### src/rtl/conv_mac_pipe.sv
// conv_mac_pipe: pipelined multi-channel multiply-accumulate engine for the CNN
// convolution datapath. Each accepted KxK window (unsigned pixels, signed
// weights) is reduced to one dot-product. NUM_CHANNELS consecutive windows are
// summed into one signed result.
// Optional build macro: CONV_MAC_RELU_EN clamps negative results to zero at the
// output register. The accumulator itself keeps the signed value.
module conv_mac_pipe #(
  parameter int KERNEL_SIZE  = 3,
  parameter int DATA_WIDTH   = 8,
  parameter int NUM_CHANNELS = 4,
  parameter int ACC_WIDTH    = 2*DATA_WIDTH + $clog2(KERNEL_SIZE*KERNEL_SIZE)
                               + $clog2(NUM_CHANNELS) + 1,
  localparam int CIDX_W      = (NUM_CHANNELS > 1) ? $clog2(NUM_CHANNELS) : 1
) (
  input  logic                         clk,
  input  logic                         rst_n,
  input  logic                         clear,
  input  logic                         in_valid,
  output logic                         in_ready,
  input  logic        [DATA_WIDTH-1:0] feature [KERNEL_SIZE][KERNEL_SIZE],
  input  logic signed [DATA_WIDTH-1:0] kernel  [KERNEL_SIZE][KERNEL_SIZE],
  output logic                         out_valid,
  input  logic                         out_ready,
  output logic signed [ACC_WIDTH-1:0]  result,
  output logic        [CIDX_W-1:0]     chan_idx
);

  localparam int NTAP   = KERNEL_SIZE*KERNEL_SIZE;
  localparam int PROD_W = 2*DATA_WIDTH;
  // Tree leaves are padded to a power of two so every level pairs up evenly.
  localparam int NPAD   = 1 << $clog2(NTAP);
  localparam int NNODE  = 2*NPAD - 1;
  localparam logic [CIDX_W-1:0] LAST_CH = CIDX_W'(NUM_CHANNELS - 1);

  // Output-stage clamp. With the macro undefined it passes the raw sum through.
  function automatic logic signed [ACC_WIDTH-1:0] relu_clip(
    input logic signed [ACC_WIDTH-1:0] v
  );
`ifdef CONV_MAC_RELU_EN
    relu_clip = v[ACC_WIDTH-1] ? '0 : v;
`else
    relu_clip = v;
`endif
  endfunction

  logic                        stall;
  logic                        accept;

  logic signed [PROD_W-1:0]    prod_p1_d [NTAP];
  logic signed [PROD_W-1:0]    prod_p1_q [NTAP];
  logic                        vld_p1_d, vld_p1_q;

  logic signed [ACC_WIDTH-1:0] tree_sum;
  logic signed [ACC_WIDTH-1:0] sum_p2_q;
  logic                        vld_p2_d, vld_p2_q;

  logic signed [ACC_WIDTH-1:0] acc_d, acc_q;
  logic signed [ACC_WIDTH-1:0] acc_next;
  logic signed [ACC_WIDTH-1:0] result_d, result_q;
  logic                        out_valid_d, out_valid_q;
  logic        [CIDX_W-1:0]    chan_idx_d, chan_idx_q;
  logic                        advance, last_ch, land;

  // A result held for an unready consumer freezes the whole pipe.
  assign stall    = out_valid_q & ~out_ready;
  assign in_ready = rst_n & ~stall & ~clear;
  assign accept   = in_valid & in_ready;

  // ---- S1: per-tap products (pixel zero-extended so it multiplies as signed)
  // Form all KxK products of the incoming window.
  always_comb begin
    for (int r = 0; r < KERNEL_SIZE; r++) begin
      for (int c = 0; c < KERNEL_SIZE; c++) begin
        prod_p1_d[r*KERNEL_SIZE + c] =
          PROD_W'($signed({1'b0, feature[r][c]})) * PROD_W'(kernel[r][c]);
      end
    end
  end

  // S1 valid: flushed by clear, held during stall.
  always_comb begin
    vld_p1_d = vld_p1_q;
    if (clear)       vld_p1_d = 1'b0;
    else if (!stall) vld_p1_d = accept;
  end

  // S1 product registers. These are data only, loaded on an accepted window.
  always_ff @(posedge clk) begin
    if (accept) prod_p1_q <= prod_p1_d;
  end

  // ---- S2: balanced adder tree over the registered products
  // Heap-ordered reduction: node n sums children 2n+1 and 2n+2. Padding leaves are zero.
  always_comb begin
    logic signed [ACC_WIDTH-1:0] node [NNODE];
    for (int n = 0; n < NNODE; n++) node[n] = '0;
    for (int i = 0; i < NTAP; i++) node[NPAD-1+i] = ACC_WIDTH'(prod_p1_q[i]);
    for (int n = NPAD-2; n >= 0; n--) node[n] = node[2*n+1] + node[2*n+2];
    tree_sum = node[0];
  end

  // S2 valid: flushed by clear, held during stall.
  always_comb begin
    vld_p2_d = vld_p2_q;
    if (clear)       vld_p2_d = 1'b0;
    else if (!stall) vld_p2_d = vld_p1_q;
  end

  // S2 sum register. This is data only, loaded when a valid S1 entry advances.
  always_ff @(posedge clk) begin
    if (vld_p1_q && !stall) sum_p2_q <= tree_sum;
  end

  // ---- S3: channel accumulator and output register
  assign advance  = vld_p2_q & ~stall & ~clear;
  assign last_ch  = (chan_idx_q == LAST_CH);
  assign land     = advance & last_ch;
  assign acc_next = (chan_idx_q == '0) ? sum_p2_q : acc_q + sum_p2_q;

  // Accumulate and emit results. clear restarts the channel sum but leaves a pending result intact.
  always_comb begin
    acc_d       = acc_q;
    chan_idx_d  = chan_idx_q;
    out_valid_d = out_valid_q;
    result_d    = result_q;
    if (clear) begin
      acc_d      = '0;
      chan_idx_d = '0;
    end else if (advance) begin
      acc_d      = acc_next;
      chan_idx_d = last_ch ? '0 : chan_idx_q + CIDX_W'(1);
    end
    if (!stall) out_valid_d = land;
    if (land)   result_d    = relu_clip(acc_next);
  end

  // Control and accumulator state with asynchronous reset.
  always_ff @(posedge clk or negedge rst_n) begin
    if (!rst_n) begin
      vld_p1_q    <= 1'b0;
      vld_p2_q    <= 1'b0;
      acc_q       <= '0;
      chan_idx_q  <= '0;
      out_valid_q <= 1'b0;
      result_q    <= '0;
    end else begin
      vld_p1_q    <= vld_p1_d;
      vld_p2_q    <= vld_p2_d;
      acc_q       <= acc_d;
      chan_idx_q  <= chan_idx_d;
      out_valid_q <= out_valid_d;
      result_q    <= result_d;
    end
  end

  assign out_valid = out_valid_q;
  assign result    = result_q;
  assign chan_idx  = chan_idx_q;

endmodule

### config.mk
export PLATFORM = sky130hd
export DESIGN_NAME = conv_mac_pipe
export DESIGN_NICKNAME = d
export VERILOG_FILES = /design/src/rtl/conv_mac_pipe.sv
export SDC_FILE = /design/constraint.sdc
export NUM_CORES = 2
export LEC_CHECK = 0
export BUFFER_PORTS_ARGS = -buffer_cell sky130_fd_sc_hd__buf_2
export CORE_ASPECT_RATIO = 1.4
export CORE_MARGIN = 2
export CORE_UTILIZATION = 60
export CTS_CLUSTER_DIAMETER = 120
export DETAILED_ROUTE_END_ITERATION = 8
export GPL_TIMING_DRIVEN = 0
export PLACE_DENSITY = 0.82
export SYNTH_ARGS = -nofsm -noshare
export SYNTH_HDL_FRONTEND = slang
export SYNTH_SLANG_ARGS = --single-unit
### constraint.sdc
create_clock -name clk -period 5.35 [get_ports clk]
set_input_delay 1.07 -clock clk [delete_from_list [all_inputs] [get_ports clk]]
set_output_delay 1.07 -clock clk [all_outputs]
set_load 0.02 [all_outputs]
==> flow_summary.ini <==
[clock_tree]
cts_tree = yes
htree_num_levels = 1
root_buffer = clkbuf_16
numCtsBuffers = 24
cts_setup_buffers = 0
cts_resized = 0
clockBufferDepth = 3
clk_pin_slew_ns = 0.06
ctsHoldBuffers = 0
insertion_delay_ns = 0.52
clkSinkCount = 215

[synth]
avgSynthCellArea_um2 = 9.72
ys_seq_elements = 215
syn_inst = 3200
syn_nets = 4202
ys_types = 67
yosysMostFrequentCell = inv_1
yosysTopAreaCell = fa_1
synthTopCellsByArea = fa_1 29%, ha_1 16%, edfxtp_1 16%, inv_1 8.7%, and2_1 6.3%
syn-cell-area_um2 = 31100
synth_top_area_share = 0.289
synth_top_flop_cell = edfxtp_1
async_flop_share = 0.237
synth_warnings = 0
synth_common_cells = 718 x inv_1, 449 x fa_1, 404 x ha_1
synth-edff-count = 164
ys_seq_area_frac = 0.199

[sta]
hold_viol = 0
fin_skew_ns = 0.0162
period_needed_ns = 5.14
maxSlewViolCount = 0
setup_viol = 0
maxSlewHeadroom = 0.204
fmax_mhz = 194
holdWs_ns = 0.469
fin_crit_sh = 0.961
worst_pin_slew_ns = 1.19
rsz0062_at_grt = no
setup_slack_ns = 0.208

[global_route]
grt_pass1_wl_mm = 118
antenna_found_initial = 0
grt_pass1_vias = 24200
track_usage = 0.273
overflow = 0
grt_max_degree = 70

[final_layout]
num-nets-final = 4405
diodes = 0
drive_above_1_share = 0.0716
synthToLayoutAreaGrowth_pct = 8.21
stdcell_count = 4071

[place]
dp.cells = 4027
dpl_worst_slack_ns = -0.294
portBuffers = 175
place_congestion = 0.937
dp_hpwl_mm = 58.6

[floorplan]
start_util = 0.608
die_h_um = 273
die_area_um2 = 53700
row_count = 98
coreArea_um2 = 51100
io_pins = 176
die_w_um = 196

[pwr]
leakagePower_uw = 0.0170
power.total_uw = 20900
vdd_ir_drop_max_mv = 1.37
powerDensity_nw_per_um2 = 621

[detailed_routing]
ant_nets = 0
drt-met1-wl_mm = 25.0
vias = 22700
first_pass_iters = 5
met2_length_mm = 39.0
wl_met3_mm = 2.60
drc = 0
drt_iter0_markers = 1145
dr.max_layer_used = met4
drt-total-wl_mm = 70.6
routed_via_density = 5.58
wl_per_cell_um = 17.3

[worst_setup_path]
critPathLaunchType = primary input
crit_path_max_fanout = 7
worstPathRequired_ns = 5.67
crit_top_cell = fa_1
critical-path-slowest-cell = fa_1
cp.arrival_ns = 5.46
criticalPathCategory = in -> reg
path_cells = buf_2 -> inv_1 -> fa_1 -> fa_1 -> inv_1 -> fa_1 -> fa_1 -> ha_1 -> nand2_1 -> o21ai_0 -> nor4_1 -> nor3_1 -> a2111oi_2 -> a21oi_1 -> xnor2_1
crit_path_end_kind = flop
max_stage_delay_ns = 0.58

[status]
status = completed

[hold_path]
hold_path.class = reg -> reg

[run]
maxCapViolCount = 0
logic make-up (layout without fill, tap and decap cells):
group | count (synthesis) | count (layout) | synth area share
simple gates | 950 | 950 | 0.156
fa+ha+maj | 853 | 853 | 0.452
buf+inv | 738 | 959 | 0.0893
compound gates | 305 | 305 | 0.0637
flops | 215 | 215 | 0.199
xor+xnor | 122 | 122 | 0.0344
mux | 17 | 17 | 0.00571
path summary, 6_finish.rpt:
kind	start	endpoint	slack (ns)	cells after the start
min in group asynchronous	rst_n	acc_q[10]$_DFFE_PN0P_	0.80	1
max in group asynchronous	rst_n	result[1]$_DFFE_PN0P_	3.83	1
worst min-delay path	result[2]$_DFFE_PN0P_	result[2]$_DFFE_PN0P_	0.47	2
worst min register to register	result[2]$_DFFE_PN0P_	result[2]$_DFFE_PN0P_	0.47	2
worst max register to register	prod_p1_q[99]$_DFFE_PP_	sum_p2_q[21]$_DFFE_PP_	0.37	14
worst max-delay path	kernel[23]	prod_p1_q[47]$_DFFE_PP_	0.21	15
cell usage in the layout, fill, tap and decap left out, types with 90 or more instances in the layout:
cell and n:
edfxtp_1 164, buf_2 178, inv_1 718, fa_1 449
nor2_1 134, ha_1 404, xnor2_1 92, and2_1 311
nand2_1 296, o21ai_0 90
worst max-delay path: cells and delay by family:
kind,cells,cell delay (ns)
AO/OA/AOI/OAI,3,0.81
XOR/XNOR,1,0.31
adder cells (fa/ha/maj),5,2.39
buffers and inverters,3,0.33
AND/OR/NAND/NOR,3,0.55
stage by stage:
step / cell area (um^2) / setup TNS, ns / utilization
6_report: 33600 / 0 / 0.658
5_1_grt: 33600 / 0 / 0.658
4_1_cts: 33600 / 0 / 0.658
3_5_place_dp: 32800 / -1.04 / 0.642
3_3_place_gp: 32800 / -0.649 / 0.641
2_1_floorplan: 31100 / 0 / -
flip-flops by register name, indices dropped and copies added, names as in the netlist:
signal,flops
acc_q,23
chan_idx,2
out_valid,1
prod_p1_q,144
result,23
sum_p2_q,20
vld_p1_q,1
vld_p2_q,1
power breakdown:
part	leakage, uW	switching (uW)	internal [uW]
registers	0.00220	187	2980
clock network	0.000396	680	1010
logic	0.0144	9460	6560
total	0.0170	10300	10600
layout make-up:
type                    count  area (um^2)
multi-input cells        2247        22100
fillers                  3982        17500
flip-flops and latches    215         6200
inverters                 718         2700
repair buffers            177          931
well taps                 650          813
clock buffers              30          654
clock inverters            14          151
plain buffers              20         80.1
per-layer routing:
metal  GRT usage  vias to the layer above
met5           0                        -
met4       0.133                        0
met3      0.0198                      220
met2       0.531                      599
met1       0.298                    11400
li1            -                    10500
Note: power is estimated with default switching activity, not from simulation.
